## src/rtl/bin_to_bcd_seq.sv

```systemverilog
// Sequential binary-to-BCD converter (shift-and-add-3 / double dabble).
// One conversion takes BIN_W shift cycles plus one DONE cycle. Results saturate
// to all nines when the input exceeds 10^DIGITS-1, and an optional mask flags
// leading-zero digits for display blanking.
module bin_to_bcd_seq #(
    parameter int BIN_W    = 14,
    parameter int DIGITS   = 4,
    parameter int LZ_BLANK = 1
) (
    input  logic                  clk,
    input  logic                  rst,
    input  logic                  start,
    input  logic [BIN_W-1:0]      bin,
    output logic                  ready,
    output logic                  busy,
    output logic                  done,
    output logic [4*DIGITS-1:0]   bcd,
    output logic [DIGITS-1:0]     blank,
    output logic                  overflow
);

    localparam int                SW    = 4 * DIGITS;
    localparam int                CNT_W = (BIN_W > 1) ? $clog2(BIN_W) : 1;
    localparam logic [CNT_W-1:0]  LAST  = CNT_W'(BIN_W - 1);
    localparam logic [SW-1:0]     ALL9  = {DIGITS{4'h9}};

    typedef enum logic [1:0] {
        S_IDLE  = 2'd0,
        S_SHIFT = 2'd1,
        S_DONE  = 2'd2
    } state_t;

    state_t             r_state;
    state_t             w_state_nxt;

    // Working registers: binary shifter, scratch BCD, iteration count, sticky overflow
    logic [BIN_W-1:0]   r_bin;
    logic [SW-1:0]      r_scr;
    logic [CNT_W-1:0]   r_cnt;
    logic               r_ovf;

    // Held results, only updated on the edge that enters DONE
    logic [SW-1:0]      r_bcd;
    logic [DIGITS-1:0]  r_blank;
    logic               r_overflow;

    logic               w_accept;
    logic               w_last;
    logic [SW-1:0]      w_adj;
    logic [SW-1:0]      w_scr_sh;
    logic [BIN_W-1:0]   w_bin_sh;
    logic               w_ovf_sh;
    logic [DIGITS-1:0]  w_blank;

    assign ready    = (r_state == S_IDLE) || (r_state == S_DONE);
    assign busy     = (r_state == S_SHIFT);
    assign done     = (r_state == S_DONE);
    assign bcd      = r_bcd;
    assign blank    = r_blank;
    assign overflow = r_overflow;

    assign w_accept = start && ready;
    assign w_last   = (r_cnt == LAST);

    // Per-digit correction: a digit of 5..9 would become >=10 after doubling,
    // so pre-add 3 to make the shift carry into the next digit. No inter-digit carry.
    genvar gi;
    generate
        for (gi = 0; gi < DIGITS; gi++) begin : g_adj
            assign w_adj[4*gi +: 4] = (r_scr[4*gi +: 4] >= 4'd5) ?
                                      (r_scr[4*gi +: 4] + 4'd3) : r_scr[4*gi +: 4];
        end
    endgenerate

    // One double-dabble step: shift {scratch, binary} left; a 1 falling off the
    // top digit means the value no longer fits in DIGITS digits.
    assign w_scr_sh = {w_adj[SW-2:0], r_bin[BIN_W-1]};
    assign w_bin_sh = r_bin << 1;
    assign w_ovf_sh = r_ovf | w_adj[SW-1];

    // Leading-zero mask for the final scratch value; units digit never blanked
    always_comb begin
        logic w_zrun;
        w_blank = '0;
        w_zrun  = 1'b1;
        for (int i = DIGITS - 1; i >= 1; i--) begin
            w_zrun     = w_zrun & (w_scr_sh[4*i +: 4] == 4'd0);
            w_blank[i] = w_zrun;
        end
        if ((LZ_BLANK == 0) || w_ovf_sh) begin
            w_blank = '0;
        end
    end

    // FSM state register
    always_ff @(posedge clk or posedge rst) begin
        if (rst) begin
            r_state <= S_IDLE;
        end else begin
            r_state <= w_state_nxt;
        end
    end

    // FSM next-state: IDLE/DONE accept a start, SHIFT runs BIN_W iterations
    always_comb begin
        w_state_nxt = r_state;
        case (r_state)
            S_IDLE:  if (start) w_state_nxt = S_SHIFT;
            S_SHIFT: if (w_last) w_state_nxt = S_DONE;
            S_DONE:  w_state_nxt = start ? S_SHIFT : S_IDLE;
            default: w_state_nxt = S_IDLE;
        endcase
    end

    // Working datapath: load on accept, otherwise step while shifting
    always_ff @(posedge clk or posedge rst) begin
        if (rst) begin
            r_bin <= '0;
            r_scr <= '0;
            r_cnt <= '0;
            r_ovf <= 1'b0;
        end else if (w_accept) begin
            r_bin <= bin;
            r_scr <= '0;
            r_cnt <= '0;
            r_ovf <= 1'b0;
        end else if (r_state == S_SHIFT) begin
            r_bin <= w_bin_sh;
            r_scr <= w_scr_sh;
            r_ovf <= w_ovf_sh;
            r_cnt <= r_cnt + 1'b1;
        end
    end

    // Result registers: capture the final step straight from the shift path so
    // the outputs are valid during the DONE cycle, and hold otherwise
    always_ff @(posedge clk or posedge rst) begin
        if (rst) begin
            r_bcd      <= '0;
            r_blank    <= '0;
            r_overflow <= 1'b0;
        end else if ((r_state == S_SHIFT) && w_last) begin
            r_bcd      <= w_ovf_sh ? ALL9 : w_scr_sh;
            r_blank    <= w_blank;
            r_overflow <= w_ovf_sh;
        end
    end

endmodule

```

## config.mk

```make
export PLATFORM = sky130hd
export DESIGN_NAME = bin_to_bcd_seq
export DESIGN_NICKNAME = d
export VERILOG_FILES = /design/src/rtl/bin_to_bcd_seq.sv
export SDC_FILE = /design/constraint.sdc
export NUM_CORES = 1
export LEC_CHECK = 0
export CAP_MARGIN = 40
export CORE_MARGIN = 1
export CORE_UTILIZATION = 55
export CTS_BUF_LIST = sky130_fd_sc_hd__clkbuf_4
export CTS_CLUSTER_DIAMETER = 120
export DETAILED_ROUTE_END_ITERATION = 10
export PLACE_DENSITY_LB_ADDON = 0.1
export SLEW_MARGIN = 40
export SYNTH_ARGS = -nofsm -noshare
export SYNTH_HDL_FRONTEND = slang
export SYNTH_SLANG_ARGS = --single-unit
```

## constraint.sdc

```tcl
create_clock -name clk -period 2.55 [get_ports clk]
set_input_delay 0.6375 -clock clk [delete_from_list [all_inputs] [get_ports clk]]
set_output_delay 0.6375 -clock clk [all_outputs]
set_load 0.02 [all_outputs]
```

==> results.ini <==
[critical_path]
critPathArrivalTime_ns=1.60
crit_slowest_cell=clkdlybuf4s50_1
critPathCaptureType=output pin
worstSetupStartpointType=flop
crit_fanout=4
cp_data_required_time_ns=1.91
crit_type=flop to output pin
slowest_delay_ns=0.63
crit_chain=nor2b_1, clkdlybuf4s50_1

[floorplanning]
num_rows=24
die_h_um=71.6
fp.dieW_um=71.6
die_area_mm2=0.00513
ios=41
core-area_mm2=0.00450
start_util_pct=59.2

[global_route]
grt_max_degree=39
gr-usage-all-layers_pct=24.7
grt_pass1_wl_um=9520
grt-ovfl-total=0
antenna_found_initial=0
first_global_vias=2016

[place]
dp_slack_ns=0.299
place_congestion=0.845
hpwl_um=3990
io_buffer_count=39

[yosys]
ys_ff_latch=57
synth_edf_count=0
async_reset_ff_share_pct=100
syn_nets=290
synth_top_cell_area_share_pct=53.5
netlist_top_cells_count=dfrtp_1 (57), nand2_1 (40), a21oi_1 (20), nor2_1 (15), a22oi_1 (13)
avgSynthCellArea_um2=10.1
ys.flop_type=dfrtp_1
yosys.area.top_type=dfrtp_1
synth_area_mm2=0.00267
postSynthCellCount=263
yosysSeqAreaShare_pct=53.5
post-synth-top-count-cell=dfrtp_1
yosys-top-cells-area=dfrtp_1 (53%), nand2_1 (5.6%), ha_1 (4.7%), a21oi_1 (3.8%), a22oi_1 (3.7%)
ys_warn_count=0
synth.distinct_cells=37

[timing]
rsz0062_at_grt=no
setup_ws_ns=0.308
final.setup.tns_ns=0
fin_crit_sh_pct=87.9
finalHoldViolations=0
max_slew_margin_pct=56.2
clock_skew_ns=0.00995
timing.fmax_mhz=446
fin_crit_ns=2.24
finalSetupViolCount=0
final_max_slew_viol_count=0
tightest_slew_ns=0.654

[pwr]
static-leakage-power_nw=1.50
peakVddDrop_v=0.000681
powerDensity_mw_per_mm2=1300

[finish]
layout.nets=333
drive_gt1_share_pct=8.36
multi_input_area_mm2=0.00113
regArea_mm2=0.00143
area_growth_pct=21.3
fin_util_pct=71.8
fill_cells=354
antenna_cells=0

[cts]
ctsLongestPathBuffers=2
cts.sinks=57
htreeDepth=3
clock_latency_ns=0.38
hold_buffers=0
cts-root-buf=clkbuf_4
path_clk_slew_ns=0.09
cts_setup_buffers=0
tritoncts=yes
cts_made_buffers=9

[detailed_routing]
via_count=2114
route.met3.wl_um=228
wl_per_cell_um=15.3
wl_met2_um=2620
firstDrtPassIters=4
drt_iter0_drc=144
routed_wl_um=5550
drc=0
ant_nets=0
top_layer_used=met4
wl_met1_um=2580
vias_per_cell=5.82

[run_status]
status=complete, no violations

[hold_path]
hold_class=flop to flop

[run]
cap_violations=0

## path summary, 6_finish.rpt
| kind | cells past startpoint | end | from | slack (ns) |
|---|---|---|---|---|
| setup / recovery | 2 | done | r_state[0] | 0.31 |
| max in group asynchronous | 3 | r_cnt[2] | rst | 1.44 |
| min in group asynchronous | 2 | blank[2] | rst | 0.57 |
| hold reg to reg | 2 | r_bin[2] | r_bin[2] | 0.49 |
| setup reg to reg | 7 | blank[1] | r_scr[12] | 0.40 |
| hold / removal | 2 | r_bin[2] | r_bin[2] | 0.49 |
## sequential cells by signal (all words and copies together), names as in the netlist
register  flops
r_state       2
r_scr        16
bcd          16
r_bin        14
r_ovf         1
blank         3
r_cnt         4
overflow      1
## per-layer routing
layer	vias up	track usage [%]
met4	0	12.6
met1	1029	34.2
met3	9	4.78
li1	1009	-
met5	-	0
met2	67	37.2
## worst max-delay path: cells and delay by family, from the launching register on
kind                   cells  cell delay (ns)
buffers and inverters      1             0.63
DFF                        1             0.42
and+or+nand+nor            1             0.17
## cell usage in the layout (no fill, tap or decap), types with 2 or more instances in the layout
cell type	netlist	final
a21o_1	4	4
a21oi_1	20	20
a22o_1	11	11
a22oi_1	13	13
a32o_1	4	4
and3_1	2	2
buf_4	1	6
clkbuf_4	0	11
clkdlybuf4s50_1	0	38
clkinv_1	0	2
clkinv_2	0	3
dfrtp_1	57	57
ha_1	10	10
inv_1	12	11
inv_2	1	2
mux2i_1	2	2
nand2_1	40	40
nand2b_1	5	5
nor2_1	15	15
nor2b_1	2	2
nor3_1	3	3
nor3b_1	8	8
o211ai_1	2	2
o21ai_0	11	11
o21ai_1	2	2
o22ai_1	4	4
o31ai_1	5	5
xnor2_1	4	4
xor2_1	2	2
## per-stage QoR
step                power, W  std cells  instance area, µm²  hold slack, ns
floorplan            0.00301        263                2670           0.446
global placement     0.00364        347                3130           0.460
detailed placement   0.00371        347                3130           0.464
CTS                  0.00424        363                3230           0.485
global route         0.00457        363                3240           0.511
finish               0.00421        363                3240           0.486
## cells by family (layout without fill, tap and decap cells)
family / count (synthesis) / in the layout / share of synthesized area, %
flops: 57 / 57 / 53.5
xor+xnor: 6 / 6 / 1.97
compound gates: 78 / 78 / 20.4
fa+ha+maj: 10 / 10 / 4.69
mux: 3 / 3 / 1.17
buf+inv: 27 / 75 / 4.08
other cells: 1 / 1 / 0.141
simple gates: 81 / 81 / 14.1
## layout make-up
class / instances / share of cell area [%]
Sequential cell: 57 / 44.1
Multi-Input combinational cell: 179 / 35.0
Timing Repair Buffer: 46 / 14.2
Clock buffer: 11 / 2.55
Tap cell: 52 / 2.01
Inverter: 13 / 1.51
Clock inverter: 5 / 0.696
## report_power, final
group | leakage (nW) | internal, W | switching, W | total, W
Combinational | 0.711 | 0.000935 | 0.00112 | 0.00205
Clock | 0.0655 | 0.000212 | 0.000311 | 0.000523
Sequential | 0.718 | 0.00130 | 0.000333 | 0.00164
Total | 1.50 | 0.00245 | 0.00176 | 0.00421
## timing repair
item                                    4_1_cts  5_1_grt
gates resized for setup                       0        1
hold endpoints to repair                      0        0
endpoints found under the setup margin        0        1
(Power assumes the default switching activity.)
